### config.mk
export PLATFORM = sky130hd
export DESIGN_NAME = bus_gate_arbiter
export DESIGN_NICKNAME = d
export VERILOG_FILES = /design/src/rtl/bus_gate_arbiter.sv
export SDC_FILE = /design/constraint.sdc
export NUM_CORES = 1
export LEC_CHECK = 0
export BUFFER_PORTS_ARGS = -buffer_cell sky130_fd_sc_hd__buf_2
export CORE_AREA = 2 2 41 43
export DETAILED_ROUTE_END_ITERATION = 7
export DIE_AREA = 0 0 43 45
export PLACE_DENSITY = 0.75
export RECOVER_POWER = 100
export SYNTH_ARGS = -nofsm -noshare
export SYNTH_HDL_FRONTEND = slang
export SYNTH_SLANG_ARGS = --single-unit
### constraint.sdc
create_clock -name Clk -period 3.9 [get_ports Clk]
set_input_delay 0.585 -clock Clk [delete_from_list [all_inputs] [get_ports Clk]]
set_output_delay 0.585 -clock Clk [all_outputs]
set_load 0.05 [all_outputs]
### src/rtl/bus_gate_arbiter.sv
// Round-robin gate arbiter for the shared 16-bit datapath bus.
// Registered one-hot select with one dead turnaround cycle between owners.
module bus_gate_arbiter #(
  parameter int HOLD_MAX = 8
) (
  input  logic       Clk,
  input  logic       Reset,
  input  logic [3:0] req,
  output logic [3:0] gate,
  output logic       busy,
  output logic [1:0] owner
);

  localparam int CW = (HOLD_MAX > 1) ? $clog2(HOLD_MAX) : 1;
  localparam logic [CW-1:0] LIM = CW'(HOLD_MAX - 1);

  typedef enum logic [1:0] {
    IDLE,
    OWN,
    TURN
  } state_t;

  state_t          state, state_n;
  logic [1:0]      ptr, ptr_n;
  logic [1:0]      own_n;
  logic [CW-1:0]   cnt, cnt_n;
  logic [3:0]      gate_n;
  logic [1:0]      win, idx;
  logic            found;
  logic            own_req;
  logic            others;

  // requester i drives select bit 3-i
  function automatic logic [3:0] sel(input logic [1:0] i);
    return 4'b1000 >> i;
  endfunction

  always_comb begin
    found = 1'b0;
    win   = ptr;
    idx   = ptr;
    for (int i = 0; i < 4; i++) begin
      idx = ptr + 2'(i);
      if (!found && req[2'd3 - idx]) begin
        found = 1'b1;
        win   = idx;
      end
    end
  end

  assign own_req = req[2'd3 - owner];
  assign others  = |(req & ~sel(owner));

  always_ff @(posedge Clk or negedge Reset) begin
    if (!Reset) begin
      state <= IDLE;
      ptr   <= 2'd0;
      cnt   <= '0;
      owner <= 2'd0;
      gate  <= 4'b0000;
      busy  <= 1'b0;
    end else begin
      state <= state_n;
      ptr   <= ptr_n;
      cnt   <= cnt_n;
      owner <= own_n;
      gate  <= gate_n;
      busy  <= |gate_n;
    end
  end

  always_comb begin
    state_n = state;
    ptr_n   = ptr;
    own_n   = owner;
    cnt_n   = cnt;
    unique case (state)
      IDLE, TURN: begin
        if (found) begin
          own_n   = win;
          ptr_n   = win + 2'd1;
          cnt_n   = '0;
          state_n = OWN;
        end else begin
          state_n = IDLE;
        end
      end
      OWN: begin
        // a drop and the hold limit together still give a single TURN
        if (!own_req || (cnt == LIM && others)) begin
          state_n = TURN;
        end else if (cnt != LIM) begin
          cnt_n = cnt + 1'b1;
        end
      end
      default: state_n = IDLE;
    endcase
  end

  always_comb begin
    gate_n = 4'b0000;
    if (state_n == OWN) begin
      gate_n = sel(own_n);
    end
  end

endmodule

# ---- Word level (Yosys, flattened, before mapping)
# Cells that the tools add are included.
dict set report totals {
  ff_bits 14
  in_bits 6
  out_inout_bits 7
  word_cells 76
}
dict set report classes {
  n_addsub 10
  n_lt_le_gt_ge 5
  n_eq_ne 8
  shift 2
  muxes 27
  bitwise 2
  n_reduce_logical 16
}
# operator n
set op_table {}
lappend op_table {{2-bit by 3-bit less-than comparator with 1-bit output (second input constant)} 5}
lappend op_table {{2-bit two-way mux} 6}
lappend op_table {{1-bit binary-select mux with 2-bit select} 5}
lappend op_table {{1-bit two-way mux} 10}
lappend op_table {{2-bit subtractor (first input constant)} 5}
lappend op_table {{3-bit two-way mux} 3}
lappend op_table {{4-bit OR reduction} 2}
lappend op_table {{4-bit by 2-bit right shift with 4-bit output (first input constant)} 2}
lappend op_table {{2-bit != test (second input constant)} 3}
lappend op_table {{3-bit one-hot mux with 2 select lines} 1}
lappend op_table {{2-bit by 1-bit adder with 2-bit output (second input constant)} 2}
lappend op_table {{2-bit adder (second input constant)} 2}
lappend op_table {{4-bit AND} 1}
lappend op_table {{2-bit by 1-bit == test with 1-bit output (second input constant)} 2}
lappend op_table {{1-bit logical AND} 4}
lappend op_table {{1-bit logical NOT} 4}
lappend op_table {{4-bit two-way mux} 1}
lappend op_table {{4-bit NOT} 1}
lappend op_table {{2-bit one-hot mux with 2 select lines} 1}
lappend op_table {{4-bit AND reduction} 1}
lappend op_table {{3-bit by 1-bit adder with 3-bit output (second input constant)} 1}
lappend op_table {{3-bit == test (second input constant)} 1}
lappend op_table {{3-bit != test (second input constant)} 1}
lappend op_table {{2-bit == test (second input constant)} 1}
lappend op_table {{other kinds (5)} 5}

# ---- Logic depth before layout (Yosys ltp)
# Gate-level depths: netlist of the first run.
dict set report logic_depth {
  depth_word 18
  depth_mapped 7
}

# ---- Worst setup path after synthesis of the first run
# No wires, ideal clock.
dict set report synth_path {
  path_type {register -> register}
  startpoint {register owner[1]}
  endpoint {register gate[0]}
  setup_time_ns 0.120
  arrival_time_ns 1.864
  t_required_ns 3.780
  setup_slack_ns 1.916
  path_stages_with_launch 6
  path_buffers 0
  synth_period_minus_slack_ns 1.984
  path_cell_list {dfrtp_1 > mux2_2 > a22oi_1 > nand3_2 > o21ai_2 > and3b_1}
}
dict set report synth_via {
  elab_chain_cells 10
}
# item line_no
set synth_rtl {}
lappend synth_rtl {{from (decl)} 11} ;# output logic [1:0] owner
lappend synth_rtl {{from (signal assigned)} 66} ;# owner <= own_n;
lappend synth_rtl {{parallel branches: the longest is 9 deep, another holds 2-bit subtractor} --}
lappend synth_rtl {{4-bit two-way mux *} 102} ;# if (state_n == OWN) begin
lappend synth_rtl {{net gate_n[0]} 27} ;# logic [3:0] gate_n;
lappend synth_rtl {{to (signal assigned)} 67} ;# gate <= gate_n;
lappend synth_rtl {{to (decl)} 9} ;# output logic [3:0] gate,
# Mark *: on every way through the listed nets, which the timed path passes. The select of a mux whose other input is x is not followed.
# A chain may end at the register's enable or synchronous reset.

# ---- Worst setup path in the final report of the first run
dict set report layout_path {
  startpoint {input req[1]}
  endpoint {register gate[0]}
}
dict set report layout_via {
  elab_chain_cells 16
}
# item line_no
set layout_rtl {}
lappend layout_rtl {{from (decl)} 8} ;# input logic [3:0] req,
lappend layout_rtl {{1-bit binary-select mux with 2-bit select} 44} ;# if (!found && req[2'd3 - idx]) begin
lappend layout_rtl {{1-bit two-way mux (not written as such)} 44}
lappend layout_rtl {{1-bit two-way mux} 44}
lappend layout_rtl {{1-bit logical NOT} 44}
lappend layout_rtl {{1-bit logical AND} 44}
lappend layout_rtl {{1-bit two-way mux} 44}
lappend layout_rtl {{1-bit logical NOT} 44}
lappend layout_rtl {{1-bit logical AND} 44}
lappend layout_rtl {{1-bit two-way mux} 44}
lappend layout_rtl {{1-bit logical NOT} 44}
lappend layout_rtl {{1-bit logical AND} 44}
lappend layout_rtl {{1-bit two-way mux or 2-bit two-way mux (tied branches)} 44}
lappend layout_rtl {{1-bit two-way mux or 2-bit two-way mux (tied branches)} 79} ;# if (found) begin
lappend layout_rtl {{2-bit one-hot mux with 2 select lines or 2-bit two-way mux (tied branches)} 77} ;# unique case (state)
lappend layout_rtl {{2-bit by 1-bit == test with 1-bit output or 4-bit by 2-bit right shift with 4-bit output (tied branches)} {102, 35}}
lappend layout_rtl {{4-bit two-way mux *} 102}
lappend layout_rtl {{net gate_n[0]} 27}
# Mark *: on every way through the listed nets, which the timed path passes. The rest lies on a longest branch. The select of a mux whose other input is x is not followed.

==> reports/results.tsv, run 1 <==
metric	value	unit
irDropWorstVdd	387	uV
syn_area_per_cell	10.1	sq um
post-place-ws	1.79	ns
die_h	45	microns
grt_pass1_wl	2.46	mm
dpl_cell_area	838	sq um
via_per_inst	5.60	
clock_sinks	14	
synth_top_area_share	45.5	%
worstSkewPairLatency	0.27	ns
post-route-period-util	53.7	%
cts_root_buf	clkbuf_4	
dp_hpwl	944	microns
max-slew-margin-rel	51.9	%
hold_viol	0	
synth_area	769	sq um
slew_violations	0	
start_util	52.3	%
synth_commonest_cells	dfrtp_1 (14), a21oi_1 (5), inv_1 (5), nor2_1 (5)	
reg2reg_setup_slack	1.84	ns
ant_nets	0	
cts_tree	done	
worst_slack	1.81	ns
antenna_found_initial	0	
cts_resized	0	
post-cts-setup-buffers	0	
arrival	2.26	ns
dieWidth	43	microns
clk_pin_slew_worst_paths	0.08	ns
worstSetupPathType	primary input to flop	
syn_inst	76	
path_max_fanout	9	
io_pins	13	
vias	599	
cts_made_buffers	3	
place.gp.congestion	0.841	
path_buf_inv	1	
first_global_vias	574	
synth.most_common_cell	dfrtp_1	
hold_slack	0.336	ns
rows	14	
wirelength	1.33	mm
syn2layout_area_growth	10.4	%
synth_nets	84	
layout-drive-gt1-share	14.3	%
wl_per_cell	12.4	microns
cpMaxStageDelayCell	o21ai_0	
tightestPinTransition	0.721	ns
synth-edff-count	0	
finalClockSkew	0.00323	ns
outcome	finished clean	
diodes	0	
cts-hold-fix-buffers	0	
fillers	144	
drt_drc_violations_left	0	
drt-initial-drc-count	6	
synth_seq_cells	14	
clockBufferDepth	2	
fin_total_pwr	0.000697	W
synth_area_leaders	dfrtp_1 (46%), mux2_2 (5.9%), a21oi_1 (3.3%), ha_1 (3.3%), nand2b_1 (3.3%)	
ys_types	30	
synth_flop_cell	dfrtp_1	
setup_viol	0	
final_nets	100	
cts_max_level	1	
cp_top_family	compound AO/OA/AOI/OAI gates	
synth_seq_area_share	45.5	%
min_path_type	primary input to asynchronous set/reset pin	
max_freq	478	MHz
cap_violations	0	
grt_max_degree	15	
async_reset_ff_share	100	%
slowest_delay	0.48	ns
first_pass_iters	4	
pwr_density_cell	820	mW/mm^2
die_area	0.00194	sq mm
critPathLaunchType	primary input	
p_leak	0.380	nW
synth_top_area_cell	dfrtp_1	
rsz0062_at_grt	false	
yosysWarningCount	0	
grt_overflow	0	
port_buffers	12	
end_kind	flop	
grt_usage	17.4	%
critPathRequiredTime	4.07	ns
stdcell_area	850	sq um
path_cells	clkbuf_1, or3_1, o21bai_2, nand3_2, o21ai_0, and3b_1	
core	0.00147	sq mm
finalSetupTns	0	ns
fin_crit	2.09	ns
[worst reg2reg max path, delay by kind of cell, from the launching register on]
| kind | cells | cell delay (ns) |
|---|---|---|
| mux | 1 | 0.36 |
| simple gates | 2 | 0.34 |
| flops | 1 | 0.46 |
| compound gates | 2 | 0.79 |
[area by class of cell]
| type | instances | area (sq um) | area share [%] |
|---|---|---|---|
| Sequential cell | 14 | 350 | 41.2 |
| Inverter | 5 | 18.8 | 2.21 |
| Tap cell | 16 | 20.0 | 2.36 |
| Timing Repair Buffer | 12 | 48.8 | 5.74 |
| Clock buffer | 4 | 36.3 | 4.27 |
| Multi-Input combinational cell | 56 | 375 | 44.2 |
[path summary, 6_finish.rpt]
check	startpoint	end	cells past startpoint
min reg2reg	cnt[0]$_DFFE_PN0P_	cnt[0]$_DFFE_PN0P_	1
max	req[1]	gate[0]$_DFF_PN0_	6
max reg2reg	owner[1]$_DFF_PN0_	gate[0]$_DFF_PN0_	5
min	Reset	gate[1]$_DFF_PN0_	1
max in group asynchronous	Reset	cnt[2]$_DFFE_PN0P_	1
min in group Clk	cnt[0]$_DFFE_PN0P_	cnt[0]$_DFFE_PN0P_	1
[metal layers]
layer	up-vias	track usage [%]	part of all wire, %
met5	-	0	0
met4	0	13.3	1.7
met3	4	3.20	4.3
met2	14	23.9	43
met1	279	24.3	51
li1	302	-	-
[stage by stage]
stage	instances	util, %
after CTS	107	59.4
after global placement	103	57.0
after global routing	107	57.7
final	107	57.7
after floorplan	76	-
after detailed placement	103	57.0
[flip-flops by register name, summed over array words and instances (netlist names)]
register / cells
ptr: 2
state: 2
owner: 2
gate: 4
cnt: 3
busy: 1
[cell families after synthesis]
logic type                 after synthesis  share of synthesized area, %
AOI/OAI and AO/OA                       17                          13.8
muxes                                    4                          5.85
adders and majority gates                2                          3.25
and+or+nand+nor                         32                          26.5
DFF                                     14                          45.5
buffers and inverters                    6                          3.90
xor gates and xnor gates                 1                          1.14
[report_power, final]
part | internal (W) | total, W | switching, W
Combinational | 0.000115 | 0.000346 | 0.000231
Clock | 0.0000567 | 0.0000990 | 0.0000423
Sequential | 0.000203 | 0.000252 | 0.0000495
[cells in the final DEF, fill, tap and decap left out, types with 2 or more instances in the layout]
cell	Yosys	routed
dfrtp_1	14	14
clkbuf_1	0	9
o21ai_0	4	6
nor2_1	5	5
a21oi_1	5	5
inv_1	5	5
nand2_1	4	4
nand2b_1	4	4
nor3_1	4	4
nand3_1	3	3
clkbuf_4	0	3
buf_2	0	3
and3b_1	2	2
nor2b_1	2	2
mux2_2	4	2
mux2_1	0	2
nor3b_1	1	2
ha_1	2	2
Note: power is estimated with default switching activity, not from simulation.
==> run 2, diff against run 1 <==
Settings changed: CORE_AREA 2 2 41 43 to 2 2 42 44, DIE_AREA 0 0 43 45 to 0 0 44 46, PLACE_DENSITY 0.75 to 0.71.
Clock period 3.9 ns to 2.2 ns, I/O delays scaled along.
==> reports/results.tsv, run 2 (synthesized netlist as in run 1, its figures left out) <==
metric	value	unit	change
antenna_found_initial	0		unchanged
min_from	cnt[2]$_DFFE_PN0P_		
final_nets	101		+1.0%
clk_pin_slew_worst_paths	0.08	ns	about the same
first_global_vias	557		-3.0%
p_leak	0.388	nW	+2.1%
finalSetupTns	0	ns	unchanged
cts_tree	done		
dp_hpwl	1.03	mm	+9.2%
wl_per_cell	12.2	microns	-1.8%
via_per_inst	5.37		-4.1%
grt_pass1_wl	2.35	mm	-4.8%
post-route-period-util	80.1	%	
layout_common_cells	dfrtp_1 (14), clkbuf_1 (8)		
port_buffers	12		unchanged
die_area	0.00202	sq mm	+4.6%
syn2layout_area_growth	12.5	%	
start_util	47.7	%	-4.6 points
grt_usage	15.9	%	-1.5 points
cts_max_level	1		unchanged
die_h	46	microns	+2.2%
cts_made_buffers	3		unchanged
ant_nets	0		unchanged
wirelength	1.33	mm	unchanged
drt_drc_violations_left	0		unchanged
hold_viol	0		unchanged
tightestPinTransition	0.727	ns	+0.00597 ns
cts_resized	0		unchanged
r2r-end	gate[0]$_DFF_PN0_		
core	0.00161	sq mm	+9.7%
outcome	finished clean		
end_kind	flop		
cap_violations	0		unchanged
largest_register_ffs	4		unchanged
worstSkewPairLatency	0.28	ns	about the same
critPathRequiredTime	2.37	ns	-1.70 ns
diodes	0		unchanged
dieWidth	44	microns	+2.3%
post-cts-setup-buffers	0		unchanged
place.gp.congestion	0.880		+4.6%
vias	585		-2.3%
layout-drive-gt1-share	16.3	%	+2.0 points
setup_viol	0		unchanged
hold-path-endpoint	cnt[2]$_DFFE_PN0P_		
rsz0062_at_grt	false		
reg_top3	gate (4), cnt (3)		
grt_overflow	0		unchanged
pwr_density_cell	1430	mW/mm^2	+74%
clock_sinks	14		unchanged
cts_root_buf	clkbuf_4		
io_pins	13		unchanged
largest_register	gate		
finalClockSkew	0.00187	ns	-0.00136 ns
fin_crit	1.76	ns	
min_path_type	flop to flop		
post-place-ws	0.350	ns	-1.44 ns
path_max_fanout	7		-2
max_freq	568	MHz	
rows	15		+1
irDropWorstVdd	753	uV	+95%
regToRegStartpoint	owner[1]$_DFF_PN0_		
arrival	1.93	ns	-0.33 ns
slew_violations	0		unchanged
drt-initial-drc-count	3		-3
worstSetupPathType	flop to flop		
cts-hold-fix-buffers	1		+1
grt_max_degree	15		unchanged
worst_slack	0.438	ns	-1.37 ns
ff2ff_path_depth	5		unchanged
max-slew-margin-rel	51.5	%	-0.40 points
critPathLaunchType	flop		
first_pass_iters	3		-1
hold_path_depth	2		
final_common_cell	dfrtp_1		
reg2reg_setup_slack	0.44	ns	-1.40 ns
clockBufferDepth	2		unchanged
-- run 2: worst max-delay path, stage by stage, from the launching register on --
cell and delay, ns:
dfrtp_1 0.46, mux2_2 0.36, a22oi_1 0.28, nand3_2 0.12, o21ai_2 0.23, and3b_1 0.21
-- run 2: cell type report --
class	count	area, sq um
Inverter	5	18.8
Multi-Input combinational cell	56	379
Clock buffer	4	36.3
Fill cell	150	748
Sequential cell	14	350
Timing Repair Buffer	13	60.1
Tap cell	17	21.3
-- run 2: layer usage --
layer  GRT usage [%]  part of all wire, %  up-vias
li1                -                    -      302
met1            22.1                   50      269
met2            23.5                   45       12
met3            3.57                  3.6        2
met4            7.27                  1.8        0
met5               0                    0        -
-- run 2: worst max path at each step --
stage	start	to	cells after the start
finish	owner[1]$_DFF_PN0_	gate[0]$_DFF_PN0_	5
global route	owner[1]$_DFF_PN0_	gate[0]$_DFF_PN0_	5
CTS	owner[1]$_DFF_PN0_	gate[0]$_DFF_PN0_	5
detailed placement	req[2]	gate[0]$_DFF_PN0_	6
global placement	req[2]	gate[0]$_DFF_PN0_	6
floorplan	owner[1]$_DFF_PN0_	gate[0]$_DFF_PN0_	5
-- run 2: through the flow --
step | area [sq um] | power, W | util (%) | instances | hold slack, ns
3_3_place_gp | 840 | 0.00109 | 52.0 | 104 | 0.237
4_1_cts | 886 | 0.00129 | 54.9 | 109 | 0.464
5_1_grt | 866 | 0.00134 | 53.6 | 109 | 0.578
2_1_floorplan | 769 | 0.000963 | - | 76 | 0.0344
3_5_place_dp | 840 | 0.00111 | 52.0 | 104 | 0.237
6_report | 866 | 0.00124 | 53.6 | 109 | 0.510
-- run 2: power by group --
part           switching, W  internal (W)  leakage [nW]  total (W)
logic              0.000404      0.000207         0.189   0.000610
clock network     0.0000793      0.000101        0.0210   0.000180
registers         0.0000868      0.000359         0.178   0.000446
total              0.000570      0.000667         0.388    0.00124
==> run 3, diff against run 2 <==
Settings changed: CORE_AREA 2 2 42 44 to 2 2 44 46, DIE_AREA 0 0 44 46 to 0 0 46 48, PLACE_DENSITY 0.71 to 0.68.
Clock period 2.2 ns to 1.6 ns, I/O delays scaled along.
==> reports/results.tsv, run 3 (synthesized netlist as in run 1, its figures left out) <==
metric	value	unit	change
reg_top3	gate (4), cnt (3)		
path_buf_inv	0		unchanged
p_leak	0.470	nW	+21%
io_pins	13		unchanged
cts_tree	done		
regToRegStartpoint	owner[1]$_DFF_PN0_		
min_from	req[3]		
r2r-end	gate[0]$_DFF_PN0_		
path_cells	mux2_4, a22oi_2, nand3_2, o21ai_4, and3b_1		
largest_register_ffs	4		unchanged
path_max_fanout	5		-2
fillers	147		-2.0%
p_int	0.00116	W	+73%
drt-initial-drc-count	7		+4
port_buffers	12		unchanged
wirelength	1.58	mm	+19%
wl_met2	748	microns	+26%
min_path_type	primary input to flop		
pwr_density_cell	1980	mW/mm^2	+38%
post-place-ws	-0.0679	ns	-0.418 ns
grt_pass1_wl	2.65	mm	+13%
diodes	0		unchanged
irDropWorstVdd	1230	uV	+63%
tightestPinTransition	0.704	ns	-0.0238 ns
final_nets	116		+15%
cp_top_family	compound AO/OA/AOI/OAI gates		
routed-wl-met3	50	microns	+4.2%
dpl_cell_area	952	sq um	+13%
cts_made_buffers	3		unchanged
p_sw	0.000880	W	+55%
reg2reg_setup_slack	-0.06	ns	-0.50 ns
wl_per_cell	12.8	microns	+4.5%
core	0.00169	sq mm	+4.7%
dp_hpwl	1.23	mm	+19%
dieWidth	46	microns	+4.5%
final_common_cell	buf_4		
layout-drive-gt1-share	39.3	%	+23 points
ant_nets	0		unchanged
syn2layout_area_growth	33.8	%	
clock_sinks	14		unchanged
critPathRequiredTime	1.76	ns	-0.61 ns
grt_usage	17.3	%	+1.4 points
drt_drc_violations_left	0		unchanged
setup_viol	4		+4
outcome	complete, but fails checks		
end_kind	flop		
cap_violations	0		unchanged
clk_pin_slew_worst_paths	0.08	ns	about the same
switching_share	43.2	%	-2.8 points
hold-path-endpoint	state[0]$_DFF_PN0_		
drt-met1-wl	764	microns	+16%
cts_root_buf	clkbuf_4		
rsz0062_at_grt	true		
vias	664		+14%
antenna_found_initial	0		unchanged
cts_max_level	1		unchanged
rows	15		unchanged
fin_crit	1.66	ns	-0.0972 ns
slowest_delay	0.45	ns	about the same
hold_path_depth	5		+3
grt_max_degree	15		unchanged
hold_viol	0		unchanged
max-slew-margin-rel	53.1	%	+1.6 points
ff2ff_path_depth	5		unchanged
layout_common_cells	buf_4 (14), dfrtp_1 (12), clkbuf_1 (7)		
combinationalPowerShare	57.6	%	+8.2 points
via_per_inst	5.35		-0.23%
arrival	1.83	ns	-0.10 ns
pwr-share-clk	11.8	%	-2.8 points
cpMaxStageDelayCell	dfrtp_2		
clockBufferDepth	2		unchanged
pwr-share-seq	30.6	%	-5.5 points
place.gp.congestion	0.765		-13%
start_util	45.6	%	-2.1 points
die_h	48	microns	+4.3%
finalClockSkew	0.00580	ns	+0.00393 ns
top_layer	met4		
slew_violations	0		unchanged
post-route-period-util	104	%	+24 points
die_area	0.00221	sq mm	+9.1%
violations	setup timing		
stdcell_area	0.00103	sq mm	+19%
grt_overflow	0		unchanged
critPathLaunchType	flop		
max_freq	601	MHz	+5.8%
largest_register	gate		
worst_slack	-0.0647	ns	-0.503 ns
worstSetupPathType	flop to flop		
worstSkewPairLatency	0.27	ns	about the same
first_pass_iters	4		+1
first_global_vias	595		+6.8%
==> run 3: cell types whose count changed in the layout (fill, tap and decap cells not counted), sizes merged <==
| cell | delta |
|---|---|
| buf | +14 |
| clkbuf | +1 |
==> run 3: worst max path at each step <==
stage	endpoint	cells after the start	slack, ns	start
global placement	gate[0]$_DFF_PN0_	7	-0.05	req[1]
CTS	gate[0]$_DFF_PN0_	5	-0.04	owner[1]$_DFF_PN0_
global route	gate[0]$_DFF_PN0_	7	-0.14	cnt[0]$_DFFE_PN0P_
finish	gate[0]$_DFF_PN0_	5	-0.06	owner[1]$_DFF_PN0_
detailed placement	gate[1]$_DFF_PN0_	6	-0.07	req[2]
floorplan	gate[0]$_DFF_PN0_	5	-0.12	owner[1]$_DFF_PN0_
==> run 3: what timing repair did <==
action	CTS	global route
gates resized for setup	1	7
setup buffers	0	3
pin swaps	1	4
setup endpoints to repair	4	9
hold endpoints to repair	14	0
hold buffers	1	0
==> run 3: power groups by stage <==
stage          registers, W  clock network [W]  logic, W
2_1_floorplan      0.000821                  0  0.000563
3_3_place_gp       0.000618                  0   0.00107
3_5_place_dp       0.000623                  0   0.00110
4_1_cts            0.000619           0.000249   0.00110
5_1_grt            0.000650           0.000268   0.00129
6_report           0.000624           0.000240   0.00117
==> run 3: worst min-delay path, stage by stage <==
cell and delay [ns]:
buf_2 0.16, o21bai_2 0.11, nand3_2 0.08, o21ai_4 0.08, inv_1 0.06
==> run 3: per-stage QoR <==
step | hold WS [ns] | cells | power (W) | util [%] | TNS, ns
after floorplan | -0.0556 | 76 | 0.00138 | - | -0.118
after global placement | 0.141 | 116 | 0.00169 | 56.4 | -0.178
after detailed placement | 0.148 | 116 | 0.00172 | 56.4 | -0.390
after CTS | 0.383 | 121 | 0.00197 | 59.1 | -0.130
after global routing | 0.515 | 124 | 0.00221 | 61.0 | -0.814
final | 0.482 | 124 | 0.00204 | 61.0 | -0.215
==> run 3: layout make-up <==
class,count,area [sq um],share of cell area [%]
Inverter,5,18.8,1.82
Multi-Input combinational cell,56,429,41.7
Sequential cell,14,353,34.3
Tap cell,17,21.3,2.07
Clock buffer,4,36.3,3.52
Timing Repair Buffer,28,171,16.6
==> run 3: per-layer routing <==
metal,up-vias,GRT usage [%]
li1,332,-
met1,316,21.3
met2,14,29.2
met3,2,3.02
met4,0,8.57
met5,-,0
